[src/rtl/spi_apb_slave.sv]
// APB register front end for the SPI controller.
// Adds one wait state to every access, commits all register side effects in
// the DONE cycle, and holds single-entry TX/RX buffers for the shift core.
module spi_apb_slave #(
  parameter int NUM_BITS   = 8,
  parameter int SEL_IDX    = 0,
  parameter int CLKDIV_RST = 4
) (
  input  logic                clk,
  input  logic                rst,
  input  logic [2:0]          psel,
  input  logic                penable,
  input  logic                pwrite,
  input  logic [NUM_BITS-1:0] paddr,
  input  logic [NUM_BITS-1:0] pwdata,
  output logic [NUM_BITS-1:0] prdata,
  output logic                pready,
  output logic                perror,
  output logic                cfg_enable,
  output logic                cfg_cpol,
  output logic                cfg_cpha,
  output logic                cfg_lsb_first,
  output logic [NUM_BITS-1:0] cfg_clkdiv,
  output logic                tx_valid,
  output logic [NUM_BITS-1:0] tx_data,
  input  logic                tx_ready,
  input  logic                rx_valid,
  input  logic [NUM_BITS-1:0] rx_data,
  input  logic                spi_busy
);

  typedef enum logic [1:0] {
    S_IDLE = 2'd0,
    S_WAIT = 2'd1,
    S_DONE = 2'd2
  } state_e;

  localparam logic [2:0] A_CTRL   = 3'd0;
  localparam logic [2:0] A_CLKDIV = 3'd1;
  localparam logic [2:0] A_TXDATA = 3'd2;
  localparam logic [2:0] A_RXDATA = 3'd3;
  localparam logic [2:0] A_STATUS = 3'd4;

  state_e                state_q, state_d;
  logic [3:0]            ctrl_q, ctrl_d;
  logic [NUM_BITS-1:0]   clkdiv_q, clkdiv_d;
  logic                  tx_full_q, tx_full_d;
  logic [NUM_BITS-1:0]   tx_data_q, tx_data_d;
  logic                  rx_full_q, rx_full_d;
  logic [NUM_BITS-1:0]   rx_buf_q, rx_buf_d;
  logic                  overrun_q, overrun_d;

  logic                  sel;
  logic [2:0]            addr;
  logic                  done;
  logic                  tx_pop;
  logic                  acc_err;
  logic [NUM_BITS-1:0]   rd_val;
  logic                  wr_commit;
  logic                  rd_commit;
  logic                  rx_rd;
  logic                  st_rd;

  // Only the low address bits and one psel bit are decoded.
  logic unused_bits;
  assign unused_bits = ^{paddr[NUM_BITS-1:3], psel};

  assign sel  = psel[SEL_IDX];
  assign addr = paddr[2:0];
  assign done = (state_q == S_DONE);

  // A TX byte is offered to the core only while the controller is enabled.
  assign tx_valid = tx_full_q & ctrl_q[0];
  assign tx_data  = tx_data_q;
  assign tx_pop   = tx_valid & tx_ready;

  assign cfg_enable    = ctrl_q[0];
  assign cfg_cpol      = ctrl_q[1];
  assign cfg_cpha      = ctrl_q[2];
  assign cfg_lsb_first = ctrl_q[3];
  assign cfg_clkdiv    = clkdiv_q;

  // Transfer sequencing: access phase -> one wait cycle -> one-cycle response.
  always_comb begin
    // NOTE: every always_comb output gets a default first so no path leaves it
    // unassigned, which would otherwise infer a latch.
    state_d = state_q;
    unique case (state_q)
      S_IDLE: if (sel && penable) state_d = S_WAIT;
      S_WAIT: state_d = sel ? S_DONE : S_IDLE;
      S_DONE: state_d = S_IDLE;
      default: state_d = S_IDLE;
    endcase
  end

  // Address decode: error classification and read mux for the current access.
  always_comb begin
    acc_err = 1'b0;
    rd_val  = '0;
    unique case (addr)
      A_CTRL:   rd_val = NUM_BITS'(ctrl_q);
      A_CLKDIV: rd_val = clkdiv_q;
      // A pop completing this cycle frees the slot before the write lands.
      A_TXDATA: acc_err = pwrite ? (tx_full_q & ~tx_pop) : 1'b1;
      A_RXDATA: begin
        acc_err = pwrite | ~rx_full_q;
        rd_val  = rx_buf_q;
      end
      A_STATUS: begin
        acc_err = pwrite;
        rd_val  = NUM_BITS'({overrun_q, spi_busy, rx_full_q, tx_full_q});
      end
      default: acc_err = 1'b1;
    endcase
  end

  assign pready    = done;
  assign perror    = done & acc_err;
  assign prdata    = (done && !pwrite && !acc_err) ? rd_val : '0;
  assign wr_commit = done & ~acc_err & pwrite;
  assign rd_commit = done & ~acc_err & ~pwrite;
  assign rx_rd     = rd_commit & (addr == A_RXDATA);
  assign st_rd     = rd_commit & (addr == A_STATUS);

  // Register next-state: commits at DONE plus the TX/RX handshakes.
  always_comb begin
    ctrl_d    = ctrl_q;
    clkdiv_d  = clkdiv_q;
    tx_full_d = tx_full_q;
    tx_data_d = tx_data_q;
    rx_full_d = rx_full_q;
    rx_buf_d  = rx_buf_q;
    overrun_d = overrun_q;

    if (tx_pop) tx_full_d = 1'b0;

    if (wr_commit) begin
      unique case (addr)
        A_CTRL:   ctrl_d   = pwdata[3:0];
        // A divider of zero is meaningless; clamp it to the fastest legal rate.
        A_CLKDIV: clkdiv_d = (pwdata == '0) ? NUM_BITS'(1) : pwdata;
        A_TXDATA: begin
          tx_data_d = pwdata;
          tx_full_d = 1'b1;
        end
        default: ;
      endcase
    end

    if (rx_rd) rx_full_d = 1'b0;
    if (st_rd) overrun_d = 1'b0;

    // A new byte always wins; it is an overrun only if the old one was not
    // drained in this same cycle. A new overrun beats a STATUS clear.
    if (rx_valid) begin
      rx_buf_d  = rx_data;
      rx_full_d = 1'b1;
      if (rx_full_q && !rx_rd) overrun_d = 1'b1;
    end
  end

  // State registers with synchronous reset; reset abandons any transfer.
  always_ff @(posedge clk) begin
    // NOTE: sequential state uses non-blocking assignments so every register
    // samples its pre-edge inputs, independent of statement order.
    if (rst) begin
      state_q   <= S_IDLE;
      ctrl_q    <= '0;
      clkdiv_q  <= NUM_BITS'(CLKDIV_RST);
      tx_full_q <= 1'b0;
      tx_data_q <= '0;
      rx_full_q <= 1'b0;
      rx_buf_q  <= '0;
      overrun_q <= 1'b0;
    end else begin
      state_q   <= state_d;
      ctrl_q    <= ctrl_d;
      clkdiv_q  <= clkdiv_d;
      tx_full_q <= tx_full_d;
      tx_data_q <= tx_data_d;
      rx_full_q <= rx_full_d;
      rx_buf_q  <= rx_buf_d;
      overrun_q <= overrun_d;
    end
  end

endmodule

[config.mk]
export PLATFORM = sky130hd
export DESIGN_NAME = spi_apb_slave
export DESIGN_NICKNAME = d
export VERILOG_FILES = /design/src/rtl/spi_apb_slave.sv
export SDC_FILE = /design/constraint.sdc
export NUM_CORES = 1
export LEC_CHECK = 0
export ABC_AREA = 1
export CAP_MARGIN = 10
export CELL_PAD_IN_SITES_DETAIL_PLACEMENT = 1
export CELL_PAD_IN_SITES_GLOBAL_PLACEMENT = 1
export CORE_MARGIN = 4
export CORE_UTILIZATION = 29
export DETAILED_ROUTE_END_ITERATION = 6
export GPL_TIMING_DRIVEN = 0
export PLACE_DENSITY = 0.79
export SETUP_SLACK_MARGIN = 0.02
export SYNTH_ARGS = -nofsm -noshare
export SYNTH_HDL_FRONTEND = slang
export SYNTH_SLANG_ARGS = --single-unit
[constraint.sdc]
create_clock -name clk -period 1.9 [get_ports clk]
set_clock_uncertainty 0.2 [all_clocks]
set_input_delay 0.285 -clock clk [delete_from_list [all_inputs] [get_ports clk]]
set_output_delay 0.285 -clock clk [all_outputs]
set_load 0.05 [all_outputs]
==> flow_metrics.tcl <==
set metrics [dict create \
    clockPowerShare_pct 39.4 \
    io_buffers 55 \
    synth_nets 277 \
    grt_pass1_wl_um 9290 \
    timing.final.ws_setup_ps -96.1 \
    avgSynthCellArea_um2 6.75 \
    io_pins 65 \
    required_ps 1410 \
    rows 27 \
    instances_no_fill 391 \
    nNetsFinal 352 \
    synth_top_family_by_area "simple AND/OR/NAND/NOR gates" \
    regArea_um2 668 \
    drc_errors 0 \
    cts_tree "done" \
    layout_commonest_cell "nand2_1" \
    drtIter0Drc 55 \
    synthCells 243 \
    yosysTopAreaCell "dfxtp_1" \
    cts.sinks 33 \
    vdd_drop_max_mv 0.310 \
    cap_violations 0 \
    async_reset_ff_share_pct 0 \
    die_w_um 83.2 \
    insertion_delay_ps 280 \
    post_drt_wl_per_cell_um 14.0 \
    ant_nets 0 \
    core_area_um2 5510 \
    start_util_pct 29.8 \
    max_freq_mhz 501 \
    multiInputGateArea_um2 995 \
    grt_max_degree 11 \
    synth-main-ff-cell "dfxtp_1" \
    root_buffer "clkbuf_8" \
    dp_slack_ps -1410 \
    antenna_found_initial 0 \
    setup_viol 6 \
    synthSimpleGateAreaFrac_pct 40.9 \
    die-area_um2 6920 \
    combPwrFrac_pct 13.2 \
    cts_made_buffers 5 \
    max_slew_margin_pct 65.3 \
    synth_warnings 0 \
    yosysTopAreaCellShare_pct 40.3 \
    synth_compound_area_share_pct 8.32 \
    wl_um 5480 \
    synth_mux_area_share_pct 0 \
    grt_pass1_vias 1986 \
    synth_fa_ha_area_share_pct 0 \
    hpwl_um 4030 \
    p_sw_share_pct 25.3 \
    placed_cells 370 \
    overflow 0 \
    layout_common_cells "nand2_1 (64), nor2_1 (54), dfxtp_1 (29)" \
    synth_edf_count 0 \
    drt_first_pass_iters 4 \
    fin_crit_sh_pct 105 \
    synth-seq-area-share_pct 40.3 \
    drive_above_1_share_pct 22.9 \
    synthToLayoutAreaGrowth_pct 64.4 \
    worst_pin_slew_ps 523 \
    grt_usage_pct 16.4 \
    crit_arrival_ps 1510 \
    seq_power_share_pct 47.4 \
    gp_congestion 0.824 \
    die_h_um 83.2 \
    p_switching_mw 0.383 \
    synthDistinctLibCells 27 \
    vias_per_cell 4.63 \
    finalHoldViolCount 0 \
    synthTopCellsByArea "dfxtp_1 (40%), nand2_1 (16%), nor2_1 (14%)" \
    via_count 1810 \
    synth_xor_area_share_pct 0 \
    worstPathMaxFanout 8 \
    p_leak_nw 1.29 \
    path_clk_slew_ps 70 \
    nFillCells 705 \
    slew_violations 0 \
    cts_buffer_depth 2 \
    crit_path_end_kind "primary output" \
    crit_type "register to primary output" \
    failed_checks "negative setup slack" \
    whs_ps 150 \
    hold_path.class "input pin to register" \
    status "finished with violations" \
    ys_ff_latch 33 \
    netlist_area_um2 1640 \
    cp-start-kind "register" \
    antenna_cells 0 \
    layout_min_cycle_time_ps 2000 \
    rsz0062_at_grt "true" \
    cts_max_level 2 \
    power.density_nw_per_um2 560 \
    p_int_mw 1.13 \
]
cell usage after synthesis, drive strengths merged, types with 4 or more instances:
master / n
a41oi: 4
nand4: 5
nor2: 63
inv: 30
a22oi: 4
nand3: 4
a21oi: 4
o21ai: 8
dfxtp: 33
nand2: 73
per-stage QoR:
| step | setup TNS (ps) | power [mW] | utilization (%) | area [um2] |
|---|---|---|---|---|
| floorplan | -101 | 0.813 | - | 1790 |
| finish | -383 | 1.51 | 48.9 | 2700 |
| global route | -859 | 1.57 | 48.9 | 2700 |
| detailed placement | -21650 | 0.899 | 44.1 | 2430 |
| CTS | -369 | 1.52 | 48.3 | 2660 |
| global placement | -19800 | 0.896 | 44.1 | 2430 |
critical path, cell delays in order, from the launching register on:
cell	delay [ps]
dfxtp_4	370
nand2_4	50
nand2_4	80
a21oi_4	80
nor2_8	130
nand2_8	130
a41oi_4	200
buf_6	180
registers in the layout (all words and copies together), names as in the netlist:
register,count
ctrl_q,4
overrun_q,1
rx_full_q,1
rx_buf_q,8
tx_full_q,1
tx_data,8
state_q,2
cfg_clkdiv,8
cells by family (layout without fill, tap and decap cells):
| logic type | count (synthesis) | in the layout |
|---|---|---|
| and+or+nand+nor | 151 | 151 |
| buffers and inverters | 38 | 114 |
| DFF | 33 | 33 |
| AOI/OAI and AO/OA | 21 | 21 |
per-layer routing:
layer	vias to the layer above	part of all wire, %	global-route usage, %
li1	908	-	-
met1	850	41	18.1
met2	43	52	30.3
met3	9	4.8	4.07
met4	0	2.0	5.79
met5	-	0	0
repair_timing:
item,in CTS,in global routing
pin swaps,10,5
hold buffers,0,0
resized for setup,120,9
setup endpoints to repair,52,18
buffers inserted,11,2
layout make-up:
cell class	count	share of cell area, %
Buffer	6	2.09
Clock buffer	7	3.57
Clock inverter	1	0.186
Inverter	32	4.60
Multi-Input combinational cell	172	36.9
Sequential cell	33	24.8
Tap cell	72	3.34
Timing Repair Buffer	68	24.5
power groups by stage:
| stage | clock network [mW] | logic, mW | registers (mW) |
|---|---|---|---|
| 2_1_floorplan | 0 | 0.0832 | 0.730 |
| 3_5_place_dp | 0 | 0.168 | 0.731 |
| 5_1_grt | 0.635 | 0.219 | 0.718 |
| 4_1_cts | 0.607 | 0.197 | 0.716 |
| 3_3_place_gp | 0 | 0.166 | 0.731 |
| 6_report | 0.595 | 0.200 | 0.716 |
final timing paths:
| path | from | end | slack [ps] | cells after the start |
|---|---|---|---|---|
| min | pwrite | cfg_clkdiv[2] | 150 | 3 |
| max | ctrl_q[0] | prdata[3] | -100 | 7 |
| max reg2reg | ctrl_q[0] | tx_data[2] | 230 | 9 |
| min reg2reg | state_q[1] | state_q[1] | 260 | 1 |
Note: power is estimated with default switching activity, not from simulation.
